==> src/rtl/display_pkg.sv <==
// Shared constants and types for the text display writer.
package display_pkg;
  localparam int DISP_COLS = 80;
  localparam int DISP_ROWS = 32;

  localparam logic [7:0] ASCII_SPACE = 8'h20;
  localparam logic [7:0] ASCII_LF    = 8'h0A;
  localparam logic [7:0] ASCII_CR    = 8'h0D;
  localparam logic [7:0] ASCII_BS    = 8'h08;

  typedef enum logic [1:0] {IDLE, CLR_LINE, CLR_ALL} disp_wr_state_t;

  function automatic logic is_printable(input logic [7:0] c);
    return (c >= 8'h20) && (c <= 8'h7E);
  endfunction
endpackage

==> src/rtl/display_text_writer_if.sv <==
// Producer byte handshake plus display memory write port.
interface display_text_writer_if #(parameter int ADDR_W = 12);
  logic [7:0]        char_data;
  logic              char_valid;
  logic              char_ready;
  logic              clr_req;
  logic [ADDR_W-1:0] wr_addr;
  logic [7:0]        wr_data;
  logic              wr_en;

  modport slave  (input  char_data, char_valid, clr_req,
                  output char_ready, wr_addr, wr_data, wr_en);
  modport master (output char_data, char_valid, clr_req,
                  input  char_ready, wr_addr, wr_data, wr_en);
endinterface

==> src/rtl/display_text_writer.sv <==
// Cursor-tracking character writer for the 80x32 text buffer; handles LF/CR/BS
// and fills lines or the whole screen with spaces using one shared counter.
module display_text_writer
  import display_pkg::*;
#(
  parameter int COLS   = DISP_COLS,
  parameter int ROWS   = DISP_ROWS,
  parameter int ADDR_W = 12
) (
  input  logic                 clk,
  input  logic                 resetn,
  display_text_writer_if.slave bus,
  output logic [6:0]           cur_x,
  output logic [4:0]           cur_y,
  output logic                 busy
);
  localparam logic [6:0]        LAST_COL  = 7'(COLS - 1);
  localparam logic [4:0]        LAST_ROW  = 5'(ROWS - 1);
  localparam logic [ADDR_W-1:0] ROW_STEP  = ADDR_W'(COLS);
  localparam logic [ADDR_W-1:0] LAST_FILL = ADDR_W'(COLS - 1);
  localparam logic [ADDR_W-1:0] LAST_CELL = ADDR_W'(COLS * ROWS - 1);

  disp_wr_state_t    state_q, state_d;
  logic [6:0]        cur_x_q, cur_x_d;
  logic [4:0]        cur_y_q, cur_y_d;
  logic [ADDR_W-1:0] row_base_q, row_base_d;
  logic [ADDR_W-1:0] fill_q, fill_d;
  logic              wr_en_q, wr_en_d;
  logic [ADDR_W-1:0] wr_addr_q, wr_addr_d;
  logic [7:0]        wr_data_q, wr_data_d;
  logic              row_adv;

  always_ff @(posedge clk or negedge resetn) begin
    if (!resetn) begin
      state_q    <= IDLE;
      cur_x_q    <= '0;
      cur_y_q    <= '0;
      row_base_q <= '0;
      fill_q     <= '0;
      wr_en_q    <= 1'b0;
      wr_addr_q  <= '0;
      wr_data_q  <= '0;
    end else begin
      state_q    <= state_d;
      cur_x_q    <= cur_x_d;
      cur_y_q    <= cur_y_d;
      row_base_q <= row_base_d;
      fill_q     <= fill_d;
      wr_en_q    <= wr_en_d;
      wr_addr_q  <= wr_addr_d;
      wr_data_q  <= wr_data_d;
    end
  end

  always_comb begin
    state_d    = state_q;
    cur_x_d    = cur_x_q;
    cur_y_d    = cur_y_q;
    row_base_d = row_base_q;
    fill_d     = fill_q;
    wr_en_d    = 1'b0;
    wr_addr_d  = wr_addr_q;
    wr_data_d  = wr_data_q;
    row_adv    = 1'b0;
    // A clear request wins over everything, including a pending byte.
    if (bus.clr_req) begin
      state_d = CLR_ALL;
      fill_d  = '0;
    end else begin
      case (state_q)
        IDLE: if (bus.char_valid) begin
          if (is_printable(bus.char_data)) begin
            wr_en_d   = 1'b1;
            wr_addr_d = row_base_q + ADDR_W'(cur_x_q);
            wr_data_d = bus.char_data;
            if (cur_x_q == LAST_COL) row_adv = 1'b1;
            else                     cur_x_d = cur_x_q + 7'd1;
          end else if (bus.char_data == ASCII_LF) begin
            row_adv = 1'b1;
          end else if (bus.char_data == ASCII_CR) begin
            cur_x_d = '0;
          end else if (bus.char_data == ASCII_BS && cur_x_q != '0) begin
            cur_x_d   = cur_x_q - 7'd1;
            wr_en_d   = 1'b1;
            wr_addr_d = row_base_q + ADDR_W'(cur_x_q - 7'd1);
            wr_data_d = ASCII_SPACE;
          end
          if (row_adv) begin
            cur_x_d = '0;
            state_d = CLR_LINE;
            fill_d  = '0;
            if (cur_y_q == LAST_ROW) begin
              cur_y_d    = '0;
              row_base_d = '0;
            end else begin
              cur_y_d    = cur_y_q + 5'd1;
              row_base_d = row_base_q + ROW_STEP;
            end
          end
        end
        CLR_LINE: begin
          wr_en_d   = 1'b1;
          wr_addr_d = row_base_q + fill_q;
          wr_data_d = ASCII_SPACE;
          if (fill_q == LAST_FILL) state_d = IDLE;
          else                     fill_d  = fill_q + 1'b1;
        end
        CLR_ALL: begin
          wr_en_d   = 1'b1;
          wr_addr_d = fill_q;
          wr_data_d = ASCII_SPACE;
          if (fill_q == LAST_CELL) begin
            state_d    = IDLE;
            cur_x_d    = '0;
            cur_y_d    = '0;
            row_base_d = '0;
          end else begin
            fill_d = fill_q + 1'b1;
          end
        end
        default: state_d = IDLE;
      endcase
    end
  end

  always_comb begin
    busy           = (state_q != IDLE);
    bus.char_ready = (state_q == IDLE) && !bus.clr_req;
    bus.wr_en      = wr_en_q;
    bus.wr_addr    = wr_addr_q;
    bus.wr_data    = wr_data_q;
    cur_x          = cur_x_q;
    cur_y          = cur_y_q;
  end
endmodule

==> src/flat_wrapper.sv <==
// flat-port wrapper written by rule: the top's interface ports become plain ports
module display_text_writer_flat import display_pkg::*;
#(
  parameter int COLS   = DISP_COLS,
  parameter int ROWS   = DISP_ROWS,
  parameter int ADDR_W = 12
)
  (clk, resetn, cur_x, cur_y, busy, bus_char_data, bus_char_valid, bus_clr_req, bus_char_ready, bus_wr_addr, bus_wr_data, bus_wr_en);
  display_text_writer_if #(.ADDR_W(ADDR_W)) bus_i ();
  input  logic clk;
  input  logic resetn;
  output logic [6:0] cur_x;
  output logic [4:0] cur_y;
  output logic busy;
  input wire logic [$bits(bus_i.char_data)-1:0] bus_char_data;
  input wire logic [$bits(bus_i.char_valid)-1:0] bus_char_valid;
  input wire logic [$bits(bus_i.clr_req)-1:0] bus_clr_req;
  output wire logic [$bits(bus_i.char_ready)-1:0] bus_char_ready;
  output wire logic [$bits(bus_i.wr_addr)-1:0] bus_wr_addr;
  output wire logic [$bits(bus_i.wr_data)-1:0] bus_wr_data;
  output wire logic [$bits(bus_i.wr_en)-1:0] bus_wr_en;
  assign bus_i.char_data = bus_char_data;
  assign bus_i.char_valid = bus_char_valid;
  assign bus_i.clr_req = bus_clr_req;
  assign bus_char_ready = bus_i.char_ready;
  assign bus_wr_addr = bus_i.wr_addr;
  assign bus_wr_data = bus_i.wr_data;
  assign bus_wr_en = bus_i.wr_en;
  display_text_writer #(.COLS(COLS), .ROWS(ROWS), .ADDR_W(ADDR_W)) u_core (.clk(clk), .resetn(resetn), .bus(bus_i), .cur_x(cur_x), .cur_y(cur_y), .busy(busy));
endmodule
==> config.mk <==
export PLATFORM = sky130hd
export DESIGN_NAME = display_text_writer_flat
export DESIGN_NICKNAME = d
export VERILOG_FILES = /design/src/rtl/display_pkg.sv /design/src/rtl/display_text_writer_if.sv /design/src/rtl/display_text_writer.sv /design/src/flat_wrapper.sv
export SDC_FILE = /design/constraint.sdc
export NUM_CORES = 1
export LEC_CHECK = 0
export BUFFER_PORTS_ARGS = -buffer_cell sky130_fd_sc_hd__buf_2
export CORE_UTILIZATION = 50
export DETAILED_ROUTE_END_ITERATION = 8
export PLACE_DENSITY_LB_ADDON = 0.05
export SYNTH_ARGS = -nofsm -noshare
export SYNTH_HDL_FRONTEND = slang
export SYNTH_SLANG_ARGS = --single-unit
export TNS_END_PERCENT = 100
==> constraint.sdc <==
create_clock -name clk -period 2.85 [get_ports clk]
set_input_delay 0.4275 -clock clk [delete_from_list [all_inputs] [get_ports clk]]
set_output_delay 0.4275 -clock clk [all_outputs]
set_load 0.005 [all_outputs]
# Word level (Yosys, flattened, before mapping)
# Index checks and enable logic that the tools add are counted.
# word_totals
reg_bits	59
latchBits	0
ramBits	0
mem_bits_ro	0
wordCells	118
memories	0
# op_classes
n_addsub	9
mul	0
div	0
order_cmp	2
eq_ne	24
shift	0
mux	56
bitwise_logic	1
reduce_logical	18
# op_table
cell	n
2-to-1 mux 12 bit	14
one-hot mux 12 bit (3 select lines)	2
2-to-1 mux 7 bit	8
2-to-1 mux 8 bit	5
adder 12 bit	2
equality test 8 x 4 -> 1 bit (second input constant)	3
one-hot mux 12 bit (2 select lines)	1
2-to-1 mux 5 bit	4
one-hot mux 8 bit (2 select lines)	1
one-hot mux 7 bit (2 select lines)	1
adder 12 x 1 -> 12 bit (second input constant)	1
adder 12 x 7 -> 12 bit	1
adder 12 x 7 -> 12 bit (second input constant)	1
equality test 12 bit (second input constant)	1
equality test 12 x 7 -> 1 bit (second input constant)	1
2-to-1 mux 1 bit	12
inequality test 3 x 2 -> 1 bit (second input constant)	4
inequality test 3 bit (second input constant)	4
AND reduction 6 bit	2
2-to-1 mux 2 bit	5
one-hot mux 5 bit (2 select lines)	1
AND reduction 5 bit	2
greater-or-equal comparator 8 x 6 -> 1 bit (second input constant)	1
<= comparator 8 x 7 -> 1 bit (second input constant)	1
27 further kinds	32

# Longest topological paths before layout
# Gate-level depths: netlist of run 1.
# depth
depth_word	10
depth_mapped	14
mapped_depth_nobuf	14

# Worst setup path before layout of run 1
# OpenSTA, ideal clock, no wires.
# synth_path
kind	register -> register
start	register u_core.cur_x_q[0], in the netlist u_core.cur_x[0]
end	register u_core.wr_addr_q[10], in the netlist u_core.bus.wr_addr[10]
arrival_time_ns	2.882
t_required_ns	2.718
setup_slack_ns	-0.164
path_stages_with_launch	15
path_buffers	0
synth_period_minus_slack_ns	3.014
cell_sequence	dfrtp_1 > inv_1 > ha_1 > nand4_1 > o22ai_1 > nand3_1 > xor2_1 > o21ai_0 > ha_1 > nand2_1 > o211ai_1 > o31a_1 > a41oi_1 > mux2i_1 > o211ai_1
# synth_between
elab_chain_len	8
word_cells_on_any_way	13
classes_between	add/sub (3); eq/ne (1); mux (6); reduce/logical (3)
# synth_lines
element	line_no	source
from (decl)	display_text_writer.sv:24	logic [6:0] cur_x_q, cur_x_d;
from (signal assigned)	display_text_writer.sv:45	cur_x_q <= cur_x_d;
subtractor 7 x 1 -> 8 bit	display_text_writer.sv:85	wr_addr_d = row_base_q + ADDR_W'(cur_x_q - 7'd1);
adder 12 bit	display_text_writer.sv:85	
2-to-1 mux 12 bit	display_text_writer.sv:82	end else if (bus.char_data == ASCII_BS && cur_x_q != '0) begin
2-to-1 mux 12 bit	display_text_writer.sv:80	end else if (bus.char_data == ASCII_CR) begin
2-to-1 mux 12 bit	display_text_writer.sv:78	end else if (bus.char_data == ASCII_LF) begin
2-to-1 mux 12 bit	display_text_writer.sv:72	if (is_printable(bus.char_data)) begin
2-to-1 mux 12 bit	display_text_writer.sv:71	IDLE: if (bus.char_valid) begin
one-hot mux 12 bit (3 select lines)	display_text_writer.sv:70	case (state_q)
to (signal assigned)	display_text_writer.sv:50	wr_addr_q <= wr_addr_d;
to (decl)	display_text_writer.sv:29	logic [ADDR_W-1:0] wr_addr_q, wr_addr_d;
# Parallel ways exist; a longest one is shown, timed or not. The select of a mux whose other input is x is not followed.
# A chain may end at the register's enable or synchronous reset.

# Worst setup path in the final report of run 1
# layout_path
start	register u_core.cur_x_q[1], in the netlist u_core.cur_x[1]
end	register u_core.wr_addr_q[10], in the netlist u_core.bus.wr_addr[10]
# The elaborated chain is that of the path after synthesis.

==> results.yml, run 1 <==
die:
  num_rows: 31
  die_w_um: 89.09
  initial_core_util_pct: 52.01
  num_io_pins: 47
  die_h_um: 89.09
  core_mm2: 0.007292
  dieArea_mm2: 0.007937
sta:
  fin_worst_skew_ns: 0.009978
  slew_violations: 0
  hold-worst-slack_ns: 0.2116
  period_share_pct: 99.36
  period_minus_slack_ns: 2.832
  finalHoldViolCount: 0
  rsz0062_at_grt: "yes"
  fmax_mhz: 353.1
  relSlewSlack_pct: 52.54
  worstMarginPinSlew_ns: 0.7119
  fin_setup_tns_ns: 0
  setup_viol: 0
route:
  wl_met1_mm: 4.962
  detail_route.wl_per_cell_um: 15.70
  drc: 0
  wl_mm: 10.05
  antenna_left: 0
  vias: 3606
  via_per_inst: 5.634
  top_layer: "met4"
  dr.first_iter.drc_count: 198
  route.met3.wl_um: 477
  wl_met2_mm: 4.545
  drt-pass1-iter-count: 4
yosys:
  yosys_warnings: 0
  synth_area_mm2: 0.003792
  synth-edff-count: 0
  ys_ff_latch: 55
  yosysUniqueCellTypes: 63
  ys.flop_type: "dfrtp_1"
  syn_avg_cell_area_um2: 8.298
  syn-num-nets: 489
  ys_seq_area_share_pct: 36.29
  syn_inst: 457
  async_flop_share_pct: 100.0
power:
  seqPwrFrac_pct: 35.2
  leakage_nw: 2.180
  peakVddDrop_mv: 0.2644
  switching_share_pct: 39.38
  power_frac_clock_pct: 16.8
  p_total_mw: 2.817
  internal-power_mw: 1.708
  power_density_mw_per_mm2: 608.9
  comb_power_share_pct: 48.0
  p_switching_mw: 1.109
setup_path:
  crit_type: "flop to flop"
  critPathMaxFanout: 4
  cp-start-kind: "flop"
  cp.required_ns: 3.05
  end_kind: "flop"
  critical_path_arrival_ns: 3.03
placed_design:
  place_area_mm2: 0.004422
  hpwl_mm: 7.592
  io_buffer_count: 46
  gp_congestion: 0.9017
global_routing:
  grt_max_degree: 56
  grt_pass1_wl_mm: 16.03
  grt_pass1_vias: 3272
  grt_use_total_pct: 26.41
  antenna_found_initial: 0
  overflow: 0
clock_network:
  cts_buffer_depth: 2
  h-tree-depth: 2
  clk_latency_ns: 0.32
  clkSinkCount: 55
  cts_tree: "yes"
  numCtsBuffers: 5
  path_clk_slew_ns: 0.11
  root_buffer: "clkbuf_8"
  holdBufCountCts: 0
run_status:
  status: "completed"
hold_path:
  hp-class: "input port to asynchronous set/reset pin"
final_layout:
  fin_util_pct: 63.44
  fill_cells: 695
  n_antenna_cell: 0
  regArea_mm2: 0.001376
  area_growth_pct: 21.97
  layout-drive-gt1-share_pct: 25.69
  multiInputGateArea_mm2: 0.002331
  final_nets: 572
  final_area_mm2: 0.004626
run:
  maxCapViolCount: 0
-- worst paths after layout --
kind | from | end | slack, ns | cells after the start
min in group clk | bus_char_data[6] | u_core.bus.wr_data[6] | 0.39 | 3
worst max register to register | u_core.cur_x[1] | u_core.bus.wr_addr[10] | 0.02 | 12
worst min register to register | u_core.bus.wr_data[5] | u_core.bus.wr_data[5] | 0.48 | 2
max in group asynchronous | resetn | u_core.fill_q[4] | 2.14 | 2
worst max-delay path | u_core.cur_x[1] | u_core.bus.wr_addr[10] | 0.02 | 12
worst min-delay path | resetn | u_core.bus.wr_addr[10] | 0.21 | 2
-- cells in the mapped netlist (all sizes together), types with 5 or more instances --
master | instances | area, um2
a221o | 7 | 70.07
nor3 | 15 | 80.08
nand2 | 75 | 281.5
and3 | 11 | 68.82
nand2b | 9 | 58.81
clkbuf | 18 | 70.07
a21oi | 15 | 75.07
nor4b | 5 | 43.79
buf | 8 | 43.79
ha | 20 | 250.2
nor4 | 7 | 43.79
or2 | 6 | 37.54
or4 | 5 | 41.29
dfrtp | 55 | 1376
o211ai | 8 | 65.06
and2 | 7 | 43.79
nor2b | 5 | 31.28
o21ai | 42 | 210.2
nor2 | 27 | 101.4
mux2i | 9 | 90.09
inv | 12 | 45.04
xnor2 | 7 | 61.31
nand3 | 28 | 140.1
-- through the flow --
| step | std cells | setup WS, ns |
|---|---|---|
| 2_1_floorplan | 457 | 0.01399 |
| 3_3_place_gp | 627 | -0.05393 |
| 3_5_place_dp | 627 | -0.1445 |
| 4_1_cts | 638 | 0.00008260 |
| 5_1_grt | 640 | -0.1024 |
| 6_report | 640 | 0.01815 |
-- repair_timing --
| item | in CTS | in global routing |
|---|---|---|
| resized for setup | 8 | 11 |
| endpoints found under the hold margin | 0 | 0 |
| endpoints found under the setup margin | 4 | 23 |
| pin swaps | 2 | 4 |
| setup buffers | 3 | 2 |
| cloned | 0 | 0 |
-- per-layer routing --
layer | global-route usage, % | vias up
met5 | 0 | -
met3 | 3.416 | 5
met1 | 38.24 | 1697
li1 | - | 1819
met4 | 6.926 | 0
met2 | 41.64 | 85
-- registers in the layout, summed over array words and instances, names as in the netlist --
| register | cells |
|---|---|
| u_core.bus.wr_addr | 12 |
| u_core.bus.wr_en | 1 |
| u_core.state_q | 2 |
| u_core.row_base_q | 8 |
| u_core.cur_x | 7 |
| u_core.cur_y | 5 |
| u_core.fill_q | 12 |
| u_core.bus.wr_data | 8 |
-- critical path, stage by stage, from the launching register on --
cell	delay, ns
dfrtp_1	0.45
nor4_2	0.30
buf_4	0.16
and3_1	0.18
xnor2_1	0.13
o21ai_1	0.10
ha_1	0.34
a21oi_2	0.17
o211ai_1	0.12
o31a_1	0.27
a41oi_2	0.19
mux2i_1	0.20
o211ai_1	0.10
-- cell families after synthesis --
family	count (synthesis)	synth area share, %
AOI/OAI and AO/OA	109	19.14
and+or+nand+nor	212	28.37
xor gates and xnor gates	11	2.540
DFF	55	36.29
muxes	10	2.672
adders and majority gates	20	6.598
other	1	0.09888
buffers and inverters	39	4.289
-- cell usage in the layout, fill, tap and decap left out, drive strengths merged, types with 4 or more instances in the layout --
master	n
nor2b	5
nor4b	5
or2	6
nand2b	9
buf	102
nor2	27
nor4	7
mux2i	9
a21oi	15
xor2	4
nand3	28
inv	15
o21ai	42
nand2	75
dfrtp	55
and2	7
and3	11
xnor2	7
o211ai	8
clkbuf	5
a211oi	4
a221o	7
a31oi	4
or4	5
nor3	15
ha	20
-- power groups by stage --
stage / combinational, mW / clock (mW) / sequential [mW]
4_1_cts: 1.31 / 0.494 / 0.988
6_report: 1.35 / 0.474 / 0.991
2_1_floorplan: 0.763 / 0 / 0.983
3_3_place_gp: 1.24 / 0 / 0.996
3_5_place_dp: 1.26 / 0 / 1.00
5_1_grt: 1.51 / 0.514 / 1.01
-- area by class of cell --
| type | instances | area share, % |
|---|---|---|
| multi-input combinational | 363 | 50.39 |
| tap | 99 | 2.678 |
| timing repair buffer | 102 | 14.07 |
| sequential | 55 | 29.75 |
| clock buffer | 5 | 1.488 |
| inverter | 13 | 1.055 |
| clock inverter | 3 | 0.5680 |
Power figures use the tool's default switching activity.
==> run 2, diff against run 1 <==
--- a/config.mk
+++ b/config.mk
@@ -5,6 +5,7 @@
 export SDC_FILE = /design/constraint.sdc
 export NUM_CORES = 1
 export LEC_CHECK = 0
+export ABC_AREA = 1
 export BUFFER_PORTS_ARGS = -buffer_cell sky130_fd_sc_hd__buf_2
 export CORE_UTILIZATION = 50
 export DETAILED_ROUTE_END_ITERATION = 8
==> run 2 against run 1 <==
Against the previous run: setup slack gained 0.14 ns; combinational power grew 87%; critical path type unchanged; highest routed layer unchanged; critical endpoint is now u_core.bus.wr_addr[9]; utilization shrank 1.8 points; count of clock-buffer cells in the layout grew 2; non-clock buffer count shrank 27; hold slack gained 0.046 ns.
==> results.yml, run 2 <==
setup_path:
  rr_endpoint: "u_core.bus.wr_addr[9]"
  critPathMaxFanout: 3
  critical_path_arrival_ns: 2.89
  worstPathCellList: "nor2_4 -> buf_4 -> nand3_2 -> nor2_2 -> xor2_1 -> nand2_1 -> o211ai_1 -> o21ai_1 -> ha_1 -> a31oi_4 -> nor2_2 -> o21ai_1 -> nand2_1 -> xor2_1 -> nand2_1 -> nand2_1 -> nand2_1"
  critPathLaunch: "u_core.cur_x[2]"
  timing.rr.start: "u_core.cur_x[2]"
  crit_type: "flop to flop"
  r2r_cells: 17
  cpPeakStageDelay_ns: 0.42
  r2r_slack_ns: 0.16
  cpMostUsedCell: "nand2_1"
  end_kind: "flop"
  cpMaxStageDelayCell: "dfrtp_1"
  cp.required_ns: 3.05
  cp-start-kind: "flop"
yosys:
  synth-edff-count: 0
  yosys_warnings: 0
  syn-num-nets: 548
  yosysTopAreaCell: "dfrtp_1"
  yosysUniqueCellTypes: 44
  synthTopCellsByCount: "nand2_1, inv_1, dfrtp_1"
  ys.flop_type: "dfrtp_1"
  post-synth-top-count-cell: "nand2_1"
  synth_top_area_share_pct: 36.80
  synth_area_leaders: "dfrtp_1, nand2_1, ha_1"
  ys_seq_area_share_pct: 36.80
  synth_area_mm2: 0.003740
  syn_avg_cell_area_um2: 7.248
  ys_ff_latch: 55
  async_flop_share_pct: 100.0
  syn_inst: 516
final_layout:
  fill_cells: 719
  n_antenna_cell: 0
  area_growth_pct: 19.57
  layout_common_cells: "nand2_1, inv_1, dfrtp_1, buf_2, nand3_1"
  multiInputGateArea_mm2: 0.002168
  layout-drive-gt1-share_pct: 22.09
  final_common_cell: "nand2_1"
  final_nets: 615
  finalNonFillerCells: 683
  regArea_mm2: 0.001376
power:
  leakage_nw: 2.289
  power_density_mw_per_mm2: 941.7
  peakVddDrop_mv: 0.4822
  p_total_mw: 4.211
die:
  core_mm2: 0.007253
  num_rows: 31
  dieArea_mm2: 0.007830
  initial_core_util_pct: 51.56
  num_io_pins: 47
  die_w_um: 88.49
  die_h_um: 88.49
sta:
  finalHoldViolCount: 0
  worstMarginPinSlew_ns: 0.7432
  slew_violations: 0
  fmax_mhz: 372.1
  fin_worst_skew_ns: 0.008929
  period_share_pct: 94.30
  relSlewSlack_pct: 50.40
  period_minus_slack_ns: 2.688
  setup_viol: 0
  rsz0062_at_grt: "yes"
route:
  drt-pass1-iter-count: 7
  vias: 3700
  wl_mm: 9.779
  via_per_inst: 5.417
  dr.first_iter.drc_count: 206
  antenna_left: 0
  drc: 0
  detail_route.wl_per_cell_um: 14.32
clock_network:
  cts_buffer_depth: 2
  clk_latency_ns: 0.31
  path_clk_slew_ns: 0.10
  clkSinkCount: 55
  root_buffer: "clkbuf_8"
  cts_tree: "yes"
  h-tree-depth: 2
  numCtsBuffers: 5
  holdBufCountCts: 0
global_routing:
  grt_pass1_vias: 3411
  overflow: 0
  grt_use_total_pct: 25.48
  grt_max_degree: 56
  grt_pass1_wl_mm: 15.57
  antenna_found_initial: 0
placed_design:
  dp_cells: 669
  io_buffer_count: 46
  gp_congestion: 0.9145
  hpwl_mm: 7.221
run_status:
  status: "completed"
run:
  maxCapViolCount: 0
hold_path:
  hp-class: "input port to asynchronous set/reset pin"
## run 2: cell count changes after synthesis, sizes merged, moves of 8 or more
cell | before | now
nor2 | 27 | 35
inv | 12 | 64
clkbuf | 18 | 7
nand2b | 9 | 0
o21ai | 42 | 51
mux2i | 9 | 0
xor2 | 4 | 14
nand3 | 28 | 40
nand2 | 75 | 139
and3 | 11 | 0
## run 2: per-stage QoR
| stage | cell area (um2) | setup TNS [ns] | worst slack [ns] | utilization [%] | hold WS (ns) |
|---|---|---|---|---|---|
| final | 4472 | 0 | 0.1625 | 61.65 | 0.2575 |
| after global routing | 4472 | -0.1160 | -0.06710 | 61.65 | 0.3236 |
| after CTS | 4299 | 0 | 0.01513 | 59.27 | 0.2829 |
| after detailed placement | 4192 | -0.05899 | -0.05899 | 57.79 | 0.4462 |
| after global placement | 4192 | -0.02777 | -0.02777 | 57.79 | 0.4449 |
| after floorplan | 3740 | 0 | 0.1125 | - | 0.1319 |
## run 2: worst max-delay path: cells and delay by family, from the launching register on
kind / cells / cell delay (ns)
flops: 1 / 0.42
buf+inv: 1 / 0.12
fa+ha+maj: 1 / 0.36
xor+xnor: 2 / 0.29
simple gates: 9 / 0.77
compound gates: 4 / 0.62
## run 2: cells by family after synthesis
group	share of synthesized area, %
buffers and inverters	8.531
other	0.1003
DFF	36.80
AOI/OAI and AO/OA	14.62
xor gates and xnor gates	3.513
and+or+nand+nor	29.74
adders and majority gates	6.691
## run 2: per-layer routing
| layer | GRT usage (%) | vias to the layer above | part of all wire, % |
|---|---|---|---|
| met5 | 0 | - | 0 |
| met4 | 7.038 | 0 | 1.8 |
| met3 | 3.265 | 17 | 4.3 |
| met2 | 42.94 | 106 | 47 |
| met1 | 34.42 | 1747 | 46 |
| li1 | - | 1830 | - |
## run 2: worst max-delay path by stage
stage,cells past startpoint,to,slack (ns)
final,17,u_core.bus.wr_addr[9],0.16
after global routing,19,u_core.bus.wr_addr[9],-0.07
after CTS,19,u_core.bus.wr_addr[9],0.02
after detailed placement,21,u_core.bus.wr_addr[10],-0.06
after global placement,20,u_core.bus.wr_addr[10],-0.03
after floorplan,19,u_core.bus.wr_addr[9],0.11
## run 2: area by class of cell
| cell class | count | area share [%] |
|---|---|---|
| multi-input cells | 381 | 48.49 |
| clock inverters | 1 | 0.1679 |
| flip-flops and latches | 55 | 30.78 |
| clock buffers | 7 | 2.154 |
| inverters | 65 | 5.456 |
| repair buffers | 75 | 10.18 |
| well taps | 99 | 2.770 |
## run 2: what timing repair did
action,in CTS,in global routing
buffers inserted,0,6
pin swaps,0,16
endpoints found under the setup margin,1,4
endpoints found under the hold margin,0,0
resized for setup,1,37
## run 2: report_power, final
part           internal (mW)  switching, mW
Sequential              1.01          0.182
Combinational           1.08           1.45
Clock                  0.222          0.264
Total                   2.31           1.90
==> run 3, diff against run 2 <==
--- a/config.mk
+++ b/config.mk
@@ -7,6 +7,7 @@
 export LEC_CHECK = 0
 export ABC_AREA = 1
 export BUFFER_PORTS_ARGS = -buffer_cell sky130_fd_sc_hd__buf_2
+export CORE_MARGIN = 2
 export CORE_UTILIZATION = 50
 export DETAILED_ROUTE_END_ITERATION = 8
 export PLACE_DENSITY_LB_ADDON = 0.05
==> run 3 against run 2 <==
Against the previous run: count of clock-buffer cells in the layout is the same; cell count is the same; flip-flop and latch count is the same; first-iteration DRC count grew 2.4%; wire length shrank 2.4%; critical path depth grew 2; clock power grew 1%; total power shrank 3.1%; die area grew 4.6%; critical endpoint unchanged; largest cell class unchanged.
==> results.yml, run 3 (same netlist as run 2, synthesis figures left out) <==
route:
  drc: 0
  antenna_left: 0
  dr.first_iter.drc_count: 211
  drt-pass1-iter-count: 4
  wl_mm: 9.548
  detail_route.wl_per_cell_um: 13.98
  via_per_inst: 5.367
  vias: 3666
sta:
  rsz0062_at_grt: "yes"
  fin_worst_skew_ns: 0.008163
  fin_setup_tns_ns: 0
  relSlewSlack_pct: 51.37
  slew_violations: 0
  worstMarginPinSlew_ns: 0.7294
  period_share_pct: 94.54
  finalHoldViolCount: 0
  setup_viol: 0
  fmax_mhz: 371.1
  period_minus_slack_ns: 2.694
die:
  initial_core_util_pct: 51.56
  die_w_um: 90.49
  num_io_pins: 47
  num_rows: 31
  dieArea_mm2: 0.008188
  die_h_um: 90.49
  core_mm2: 0.007253
power:
  peakVddDrop_mv: 0.4291
  leakage_nw: 2.282
  power_density_mw_per_mm2: 926.0
  p_total_mw: 4.080
setup_path:
  critPathMaxFanout: 4
  endpoint: "u_core.bus.wr_addr[9]"
  crit_type: "flop to flop"
  end_kind: "flop"
  cp_top_family: "compound AO/OA/AOI/OAI gates"
  cp.required_ns: 3.07
  cp-start-kind: "flop"
  rr_endpoint: "u_core.bus.wr_addr[9]"
  cpMaxStageDelayCell: "dfrtp_1"
  r2r_cells: 19
  timing.rr.start: "u_core.cur_x[0]"
  critical_path_arrival_ns: 2.91
  critPathLaunch: "u_core.cur_x[0]"
  crit_cells: 19
  cp_num_buf_inv: 2
  cpPeakStageDelay_ns: 0.40
  cpMostUsedCell: "nand2_1"
  r2r_slack_ns: 0.16
  worstPathCellList: "inv_2 -> ha_4 -> nand2_2 -> nor2_2 -> xor2_1 -> nor2_1 -> a211oi_1 -> a21oi_1 -> ha_1 -> inv_2 -> o21ai_2 -> a31oi_2 -> nor2_1 -> o21ai_1 -> nand2_1 -> xor2_1 -> nand2_1 -> nand2_1 -> nand2_1"
clock_network:
  root_buffer: "clkbuf_8"
  numCtsBuffers: 5
  clk_latency_ns: 0.31
  path_clk_slew_ns: 0.10
  cts_buffer_depth: 2
  h-tree-depth: 2
  clkSinkCount: 55
  cts_tree: "yes"
global_routing:
  grt_pass1_wl_mm: 16.28
  grt_use_total_pct: 24.09
  antenna_found_initial: 0
  grt_pass1_vias: 3577
  grt_max_degree: 56
  overflow: 0
placed_design:
  io_buffer_count: 46
  hpwl_mm: 7.165
  gp_congestion: 0.9138
final_layout:
  final_common_cell: "nand2_1"
  final_nets: 615
  area_growth_pct: 17.80
  layout_common_cells: "nand2_1, inv_1, dfrtp_1, buf_2, nand3_1"
  fin_util_pct: 60.74
  n_antenna_cell: 0
  fill_cells: 704
  layout-drive-gt1-share_pct: 20.72
  regArea_mm2: 0.001376
  multiInputGateArea_mm2: 0.002106
hold_path:
  hp-class: "input port to asynchronous set/reset pin"
run:
  maxCapViolCount: 0
run_status:
  status: "completed"
==> run 3: metrics by stage <==
| step | instances | worst slack (ns) | hold slack (ns) | instance area, um2 |
|---|---|---|---|---|
| finish | 683 | 0.1556 | 0.2421 | 4405 |
| floorplan | 516 | 0.1125 | 0.1319 | 3740 |
| CTS | 678 | 0.04175 | 0.2752 | 4303 |
| global placement | 669 | -0.09565 | 0.4447 | 4192 |
| global route | 683 | -0.04542 | 0.3307 | 4405 |
| detailed placement | 669 | -0.1113 | 0.4528 | 4192 |
==> run 3: how the worst min path moves through the flow <==
stage                                      from               endpoint  slack, ns  cells after the start
after floorplan                          resetn  u_core.bus.wr_addr[0]       0.13                      0
after global placement    u_core.bus.wr_data[7]  u_core.bus.wr_data[7]       0.44                      2
after detailed placement  u_core.bus.wr_data[7]  u_core.bus.wr_data[7]       0.45                      2
after CTS                                resetn  u_core.bus.wr_addr[3]       0.28                      2
after global routing                     resetn       u_core.fill_q[0]       0.33                      2
final                                    resetn  u_core.bus.wr_addr[3]       0.24                      2
==> run 3: final cells by class <==
type | count | area share [%]
Timing Repair Buffer | 75 | 10.17
Inverter | 65 | 5.623
Tap cell | 99 | 2.812
Clock inverter | 1 | 0.1704
Clock buffer | 7 | 2.187
Multi-Input combinational cell | 381 | 47.80
Sequential cell | 55 | 31.24
==> run 3: report_power, final <==
part           leakage [nW]  internal (mW)  switching [mW]  total, mW
clock network        0.0505          0.222           0.269      0.491
logic                  1.51           1.03            1.37       2.40
registers             0.724           1.01           0.174       1.19
total                  2.28           2.27            1.81       4.08
==> run 3: layer usage <==
layer | vias up | track usage, % | routed length [um]
li1 | 1825 | - | -
met5 | - | 0 | 0
met2 | 94 | 39.99 | 4495
met1 | 1738 | 33.19 | 4519
met4 | 0 | 6.667 | 95
met3 | 9 | 3.005 | 437
==> run 3: timing repair <==
| action | 4_1_cts | 5_1_grt |
|---|---|---|
| pin swaps | 0 | 9 |
| hold buffers | 0 | 0 |
| endpoints found under the hold margin | 0 | 0 |
| resized for setup | 0 | 25 |
| setup buffers | 1 | 5 |
| endpoints found under the setup margin | 1 | 4 |
